<file path="src/rtl/fetch_sequencer_if.sv">
// fetch_sequencer_if: fetch sequencer bus, covering the instruction memory port, redirect/halt control and the decode output slot.
interface fetch_sequencer_if;
    logic [31:0] address;
    logic [31:0] instruction;
    logic        redirect_valid;
    logic [31:0] redirect_pc;
    logic        halt_req;
    logic        out_valid;
    logic        out_ready;
    logic [31:0] out_instr;
    logic [31:0] out_pc;
    logic [31:0] fetch_count;
    modport master (
        output address, out_valid, out_instr, out_pc, fetch_count,
        input  instruction, redirect_valid, redirect_pc, halt_req, out_ready
    );
    modport slave (
        input  address, out_valid, out_instr, out_pc, fetch_count,
        output instruction, redirect_valid, redirect_pc, halt_req, out_ready
    );
endinterface

</file>
<file path="src/rtl/fetch_sequencer.sv">
// fetch_sequencer: PC sequencer with a one-entry output slot, redirect flush and halt.
// Define FETCH_COUNT_EN to build the accepted-instruction counter behind fetch_count.
module fetch_sequencer #(
    parameter logic [31:0] RESET_PC = 32'h0000_0000,
    parameter logic [31:0] PC_STEP  = 32'd4
) (
    input logic               clk,
    input logic               rst_n,
    fetch_sequencer_if.master bus
);
    typedef enum logic [1:0] {BOOT, RUN, HALT} state_t;
    state_t      state_q, state_d;
    logic [31:0] pc_q, pc_d, instr_q, instr_d, opc_q, opc_d;
    logic        valid_q, valid_d, handshake, capture;
    always_ff @(posedge clk or negedge rst_n) begin
        if (!rst_n) begin
            state_q <= BOOT;
            pc_q    <= RESET_PC;
            valid_q <= 1'b0;
            instr_q <= '0;
            opc_q   <= '0;
        end else begin
            state_q <= state_d;
            pc_q    <= pc_d;
            valid_q <= valid_d;
            instr_q <= instr_d;
            opc_q   <= opc_d;
        end
    end
    // Every state leaves on the same halt rule; redirect never changes state.
    always_comb begin
        state_d   = bus.halt_req ? HALT : RUN;
        handshake = valid_q && bus.out_ready;
        capture   = state_q == RUN && !bus.halt_req && !bus.redirect_valid && (!valid_q || bus.out_ready);
        pc_d      = bus.redirect_valid ? {bus.redirect_pc[31:2], 2'b00} : capture ? pc_q + PC_STEP : pc_q;
        valid_d   = !bus.redirect_valid && (capture || (valid_q && !handshake));
        instr_d   = capture ? bus.instruction : instr_q;
        opc_d     = capture ? pc_q : opc_q;
    end
    assign bus.address   = pc_q;
    assign bus.out_valid = valid_q;
    assign bus.out_instr = instr_q;
    assign bus.out_pc    = opc_q;
`ifdef FETCH_COUNT_EN
    logic [31:0] cnt_q;
    always_ff @(posedge clk or negedge rst_n) begin
        if (!rst_n) cnt_q <= '0;
        else if (handshake) cnt_q <= cnt_q + 32'd1;
    end
    assign bus.fetch_count = cnt_q;
`else
    assign bus.fetch_count = '0;
`endif
endmodule

</file>
<file path="src/flat_wrapper.sv">
// flat-port wrapper written by rule: the top's interface ports become plain ports
module fetch_sequencer_flat 
#(
    parameter logic [31:0] RESET_PC = 32'h0000_0000,
    parameter logic [31:0] PC_STEP  = 32'd4
)
  (clk, rst_n, bus_address, bus_out_valid, bus_out_instr, bus_out_pc, bus_fetch_count, bus_instruction, bus_redirect_valid, bus_redirect_pc, bus_halt_req, bus_out_ready);
  fetch_sequencer_if bus_i ();
  input logic clk;
  input logic rst_n;
  output wire logic [$bits(bus_i.address)-1:0] bus_address;
  output wire logic [$bits(bus_i.out_valid)-1:0] bus_out_valid;
  output wire logic [$bits(bus_i.out_instr)-1:0] bus_out_instr;
  output wire logic [$bits(bus_i.out_pc)-1:0] bus_out_pc;
  output wire logic [$bits(bus_i.fetch_count)-1:0] bus_fetch_count;
  input wire logic [$bits(bus_i.instruction)-1:0] bus_instruction;
  input wire logic [$bits(bus_i.redirect_valid)-1:0] bus_redirect_valid;
  input wire logic [$bits(bus_i.redirect_pc)-1:0] bus_redirect_pc;
  input wire logic [$bits(bus_i.halt_req)-1:0] bus_halt_req;
  input wire logic [$bits(bus_i.out_ready)-1:0] bus_out_ready;
  assign bus_address = bus_i.address;
  assign bus_out_valid = bus_i.out_valid;
  assign bus_out_instr = bus_i.out_instr;
  assign bus_out_pc = bus_i.out_pc;
  assign bus_fetch_count = bus_i.fetch_count;
  assign bus_i.instruction = bus_instruction;
  assign bus_i.redirect_valid = bus_redirect_valid;
  assign bus_i.redirect_pc = bus_redirect_pc;
  assign bus_i.halt_req = bus_halt_req;
  assign bus_i.out_ready = bus_out_ready;
  fetch_sequencer #(.RESET_PC(RESET_PC), .PC_STEP(PC_STEP)) u_core (.clk(clk), .rst_n(rst_n), .bus(bus_i));
endmodule
</file>
<file path="config.mk">
export PLATFORM = sky130hd
export DESIGN_NAME = fetch_sequencer_flat
export DESIGN_NICKNAME = d
export VERILOG_FILES = /design/src/rtl/fetch_sequencer_if.sv /design/src/rtl/fetch_sequencer.sv /design/src/flat_wrapper.sv
export SDC_FILE = /design/constraint.sdc
export NUM_CORES = 1
export LEC_CHECK = 0
export ABC_AREA = 1
export CORE_MARGIN = 2
export CORE_UTILIZATION = 47
export CTS_CLUSTER_SIZE = 14
export DETAILED_ROUTE_END_ITERATION = 12
export PLACE_DENSITY = 0.95
export SLEW_MARGIN = 20
export SYNTH_ARGS = -nofsm -noshare
export SYNTH_HDL_FRONTEND = slang
export SYNTH_SLANG_ARGS = --single-unit
</file>
<file path="constraint.sdc">
create_clock -name clk -period 3.7 [get_ports clk]
set_input_delay 0.74 -clock clk [delete_from_list [all_inputs] [get_ports clk]]
set_output_delay 0.74 -clock clk [all_outputs]
set_load 0.02 [all_outputs]
</file>
==> results of run 1 <==
==> area by class of cell <==
class | instances | area [sq um]
inverters | 65 | 244.0
repair buffers | 166 | 1642
clock buffers | 11 | 141.4
multi-input cells | 507 | 2103
clock inverters | 5 | 81.33
fillers | 898 | 3565
well taps | 136 | 170.2
flip-flops and latches | 95 | 2377
==> cells by family after synthesis <==
kind of cell	after synthesis
AO/OA/AOI/OAI	36
other	1
adder cells (fa/ha/maj)	1
AND/OR/NAND/NOR	434
buffers and inverters	124
flip-flops	95
==> worst paths after layout <==
| check | cells past startpoint | to |
|---|---|---|
| max in group asynchronous | 2 | u_core.bus.address[27] |
| min reg2reg | 2 | u_core.bus.out_instr[26] |
| min | 1 | u_core.bus.out_instr[25] |
| max | 7 | u_core.bus.address[10] |
| min in group clk | 2 | u_core.bus.out_instr[26] |
| max reg2reg | 6 | u_core.bus.out_pc[23] |
==> flip-flops by register name, summed over array words and instances (netlist names) <==
name / cells
u_core.bus.out_instr: 32
u_core.bus.address: 30
u_core.bus.out_pc: 30
u_core.state_q: 2
u_core.bus.out_valid: 1
==> routing by layer <==
metal  track usage, %  part of all wire (%)  up-vias
li1                 -                     -     2358
met1            31.13                    41     2158
met2            39.99                    48      226
met3            5.653                   9.4       21
met4            7.514                   1.9        0
met5                0                     0        -
==> stage by stage <==
| stage | hold slack, ns | util (%) | area [sq um] | power, W | std cells |
|---|---|---|---|---|---|
| final | 0.3689 | 65.47 | 6759 | 0.003137 | 985 |
| after global routing | 0.4203 | 65.47 | 6759 | 0.003300 | 985 |
| after CTS | 0.3895 | 65.47 | 6759 | 0.003152 | 985 |
| after detailed placement | 0.4679 | 63.31 | 6536 | 0.002385 | 969 |
| after global placement | 0.4615 | 63.31 | 6536 | 0.002362 | 969 |
| after floorplan | 0.4444 | - | 5116 | 0.001874 | 726 |
==> critical path: stages <==
cell and delay (ns):
clkdlybuf4s50_1 0.52, buf_4 0.36, inv_1 0.34, nand2_1 0.48
inv_1 0.22, nand2_1 0.10, nand3_1 0.08
==> power groups by stage <==
stage	registers, W	logic, W	clock network, W
2_1_floorplan	0.00157	0.000299	0
3_3_place_gp	0.00136	0.00100	0
3_5_place_dp	0.00137	0.00102	0
4_1_cts	0.00135	0.00102	0.000780
5_1_grt	0.00138	0.00110	0.000828
6_report	0.00135	0.00102	0.000771
==> cell usage in the layout (no fill, tap or decap), types with 8 or more instances in the layout <==
master / Yosys / layout
clkdlybuf4s50_1: 0 / 158
nand2_1: 268 / 268
inv_1: 64 / 64
dfrtp_1: 95 / 95
clkbuf_8: 0 / 10
nor2_1: 91 / 91
o21ai_0: 26 / 26
nand3_1: 61 / 61
conb_1: 1 / 36
buf_4: 38 / 8
==> flow_summary.toml, run 1 <==
[outcome]
status = "finished clean"

[final_layout]
diodes = 0
fin_nets = 914
drive_gt1_share_pct = 3.769
synthToLayoutAreaGrowth_pct = 35.59

[synth]
synth-adder-area-share_pct = 0.2510
ys_ff_latch = 95
yosys.area_share.simple_pct = 35.47
ys_types = 22
async_flop_share_pct = 100.0
synth_area_leader_cell = "dfrtp_1"
synthMuxAreaShare_pct = 0
ys.flop_type = "dfrtp_1"
synth-xor-area-share_pct = 0
synth-compound-area-share_pct = 3.765
netlist_instances = 691
synth_commonest_cells = "nand2_1, dfrtp_1, nor2_1, inv_1, nand3_1"
synth_top_cell_area_share_pct = 47.69
yosysMostFrequentCell = "nand2_1"
avgSynthCellArea_sq_um = 7.214
yosysWarnings = 0
synth_area_sq_um = 4985
synth-edff-count = 0
yosysSeqAreaShare_pct = 47.69
synth_area_leaders = "dfrtp_1, nand2_1, nor2_1"
synth_top_family_by_area = "simple AND/OR/NAND/NOR gates"

[timing]
hold_viol_final = 0
period_share_pct = 70.54
drv_slew = 0
setup_viol = 0
worst_slack_ns = 1.090
rsz0062_at_grt = "false"
period_needed_ns = 2.610
fmaxAchievable_mhz = 383.1
tightest_slew_ns = 0.5854
skew_ns = 0.01296
slew-limit-headroom_pct = 60.97
final.setup.tns_ns = 0

[pwr]
irDropWorstVdd_uv = 284.5
p_per_area_nw_per_um2 = 464.1
switchingPower_w = 0.001053
seq_power_share_pct = 43.1
p_leak_nw = 3.297
power_frac_comb_pct = 32.4
p_sw_share_pct = 33.57
internal_power_w = 0.002083
clockPowerShare_pct = 24.6

[worst_setup_path]
cp-end-kind = "flip-flop"
critPathMaxFanout = 33
r2r_start = "u_core.state_q[1]"
rrSetupSlack_ns = 1.66
path_class = "in2reg"
critPathLaunchType = "input pin"
crit_start = "bus_redirect_valid"
crit_required_ns = 3.94
crit_arrival_ns = 2.85

[detailed_routing]
wire_per_inst_um = 13.55
routed_wirelength_um = 13350
drtAntennaViolNets = 0
via_per_inst = 4.836
dr.pass1.iters = 5
dr_total_vias = 4763
drc = 0
drt_iter0_markers = 303

[floorplan]
core_area_sq_um = 10320
io_pins = 198
dieArea_sq_um = 11450
die-width_um = 107.0
die_height_um = 107.0
rows = 37
start_util_pct = 48.29

[clock_tree]
cts_resized = 0
clk_path_buf_depth = 2
clkTransAtPathRegs_ns = 0.10
cts_tree = "yes"
cts-hold-fix-buffers = 0
clock_latency_ns = 0.37
cts_num_sinks = 95
cts_buffers = 9
root_buffer = "clkbuf_8"
htree_num_levels = 3
post_cts_buffers = 0

[global_route]
grt_pass1_vias = 4507
grt_first_pass_wirelength_um = 21850
track_usage_pct = 24.03
grt_max_degree = 47
antenna_found_initial = 0
gr-total-overflow = 0

[placed_design]
port-buffer-count = 159
hpwl_um = 9751
gp_congestion = 0.9172
preCtsSetupSlack_ns = 0.7442

[worst_hold_path]
hold_class = "in2async"

[flow_run]
drv_cap = 0
No activity file was read; power rests on OpenSTA's default activity.
==> run 2, diff against run 1 <==
--- a/config.mk
+++ b/config.mk
@@ -7,10 +7,10 @@
 export LEC_CHECK = 0
 export ABC_AREA = 1
 export CORE_MARGIN = 2
-export CORE_UTILIZATION = 47
+export CORE_UTILIZATION = 44
 export CTS_CLUSTER_SIZE = 14
 export DETAILED_ROUTE_END_ITERATION = 12
-export PLACE_DENSITY = 0.95
+export PLACE_DENSITY = 0.9
 export SLEW_MARGIN = 20
 export SYNTH_ARGS = -nofsm -noshare
 export SYNTH_HDL_FRONTEND = slang
==> constraint.sdc (replaced) <==
create_clock -name clk -period 2.7 [get_ports clk]
set_input_delay 0.54 -clock clk [delete_from_list [all_inputs] [get_ports clk]]
set_output_delay 0.54 -clock clk [all_outputs]
set_load 0.02 [all_outputs]
==> flow_summary.toml, run 2 (synthesis gave the netlist of run 1 again) <==
[outcome]
status = "finished clean"

[worst_hold_path]
hold_class = "in2async"

[worst_setup_path]
cp-end-kind = "output pin"
r2r_cells = 8
cp_slowest_cell = "clkdlybuf4s50_1"
crit_cells = 1
crit_required_ns = 2.16
critPathLaunchType = "flip-flop"
rrSetupSlack_ns = 0.99
r2r_start = "u_core.bus.address[3]"
critPathMaxFanout = 7
cp_cell_sequence = "clkdlybuf4s50_1"
r2r_end = "u_core.bus.address[24]"
cp_num_buf_inv = 1
cpPeakStageDelay_ns = 0.67
cp_top_family = "buffers and inverters"
crit_arrival_ns = 1.50
path_class = "reg2out"

[floorplan]
rows = 38
io_pins = 198
die-width_um = 110.4
start_util_pct = 45.58
dieArea_sq_um = 12200
core_area_sq_um = 10940
die_height_um = 110.4

[final_layout]
largest_register_ffs = 32
fin_nets = 914
final_common_cell = "nand2_1"
drive_gt1_share_pct = 3.887
fin_area_sq_um = 6912
synthToLayoutAreaGrowth_pct = 38.65
diodes = 0
filler_cell_count = 967
mostFrequentLayoutCells = "nand2_1, clkdlybuf4s50_1, dfrtp_1, nor2_1, inv_1"

[detailed_routing]
dr.pass1.iters = 5
dr_total_vias = 4777
drc = 0
wire_per_inst_um = 14.00
routed_wirelength_um = 13850
via_per_inst = 4.830
drt_iter0_markers = 368
drtAntennaViolNets = 0

[pwr]
clockPowerShare_pct = 31.3
power_frac_comb_pct = 29.5
internal_power_w = 0.003222
seq_power_share_pct = 39.2
switchingPower_w = 0.001509
p_sw_share_pct = 31.90
p_leak_nw = 3.360
irDropWorstVdd_uv = 343.7
p_per_area_nw_per_um2 = 684.5

[timing]
hold_viol_final = 0
setup_viol = 0
rsz0062_at_grt = "false"
skew_ns = 0.006084
fmaxAchievable_mhz = 490.6
tightest_slew_ns = 0.5780
period_needed_ns = 2.038
period_share_pct = 75.49
drv_slew = 0
slew-limit-headroom_pct = 61.47
final.setup.tns_ns = 0
worst_slack_ns = 0.6618

[clock_tree]
cts_buffers = 9
clk_path_buf_depth = 2
htree_num_levels = 3
post_cts_buffers = 0
cts_num_sinks = 95
cts-hold-fix-buffers = 0
root_buffer = "clkbuf_16"
cts_tree = "yes"
clkTransAtPathRegs_ns = 0.07
cts_resized = 0
clock_latency_ns = 0.34

[global_route]
antenna_found_initial = 0
gr-total-overflow = 0
grt_first_pass_wirelength_um = 22960
track_usage_pct = 23.07
grt_max_degree = 64
grt_pass1_vias = 4609

[placed_design]
preCtsSetupSlack_ns = 0.4013
port-buffer-count = 159
hpwl_um = 9977
gp_congestion = 0.9369
post_dp_cell_area_sq_um = 6566

[flow_run]
drv_cap = 0
## run 2: cell count changes in the layout (fill, tap and decap cells not counted)
| cell | delta |
|---|---|
| buf_12 | +2 |
| clkbuf_1 | -1 |
| bufinv_16 | +1 |
| buf_4 | -2 |
| inv_6 | +1 |
| clkbuf_16 | +9 |
| clkbuf_8 | -10 |
## run 2: final cells by class
cell class                 count  area [sq um]  area share (%)
sequential                    95          2377           34.40
clock buffer                   9         225.2           3.259
clock inverter                 7         120.1           1.738
multi-input combinational    507          2103           30.43
timing repair buffer         166          1667           24.11
tap                          140         175.2           2.534
inverter                      65         244.0           3.530
## run 2: worst max-delay path by stage
stage / start / to / slack [ns]
after CTS: u_core.bus.address[9] / bus_address[9] / 0.66
after global routing: bus_halt_req / u_core.bus.address[10] / 0.57
final: u_core.bus.address[9] / bus_address[9] / 0.66
after detailed placement: bus_halt_req / u_core.bus.address[9] / 0.40
after global placement: bus_halt_req / u_core.bus.address[8] / 0.46
after floorplan: u_core.bus.address[3] / u_core.bus.address[14] / 1.21
## run 2: per-layer routing
layer,share of wire (%),vias to the layer above,global-route usage (%)
met1,44,2212,30.45
met2,49,196,38.85
met5,0,-,0
met3,5.7,18,3.293
li1,-,2351,-
met4,1.7,0,8.250
## run 2: through the flow
step	utilization (%)	instances	hold slack (ns)	power, W
floorplan	-	726	0.2444	0.002568
detailed placement	60.05	973	0.4636	0.003279
finish	63.20	989	0.1836	0.004731
global route	63.20	989	0.2366	0.004959
CTS	63.20	989	0.2083	0.004769
global placement	60.05	973	0.4602	0.003242
## run 2: power groups by stage
stage | clock [W] | sequential (W) | combinational, W
2_1_floorplan | 0 | 0.00216 | 0.000410
3_3_place_gp | 0 | 0.00186 | 0.00138
3_5_place_dp | 0 | 0.00188 | 0.00140
4_1_cts | 0.00151 | 0.00185 | 0.00141
5_1_grt | 0.00156 | 0.00189 | 0.00151
6_report | 0.00148 | 0.00185 | 0.00140
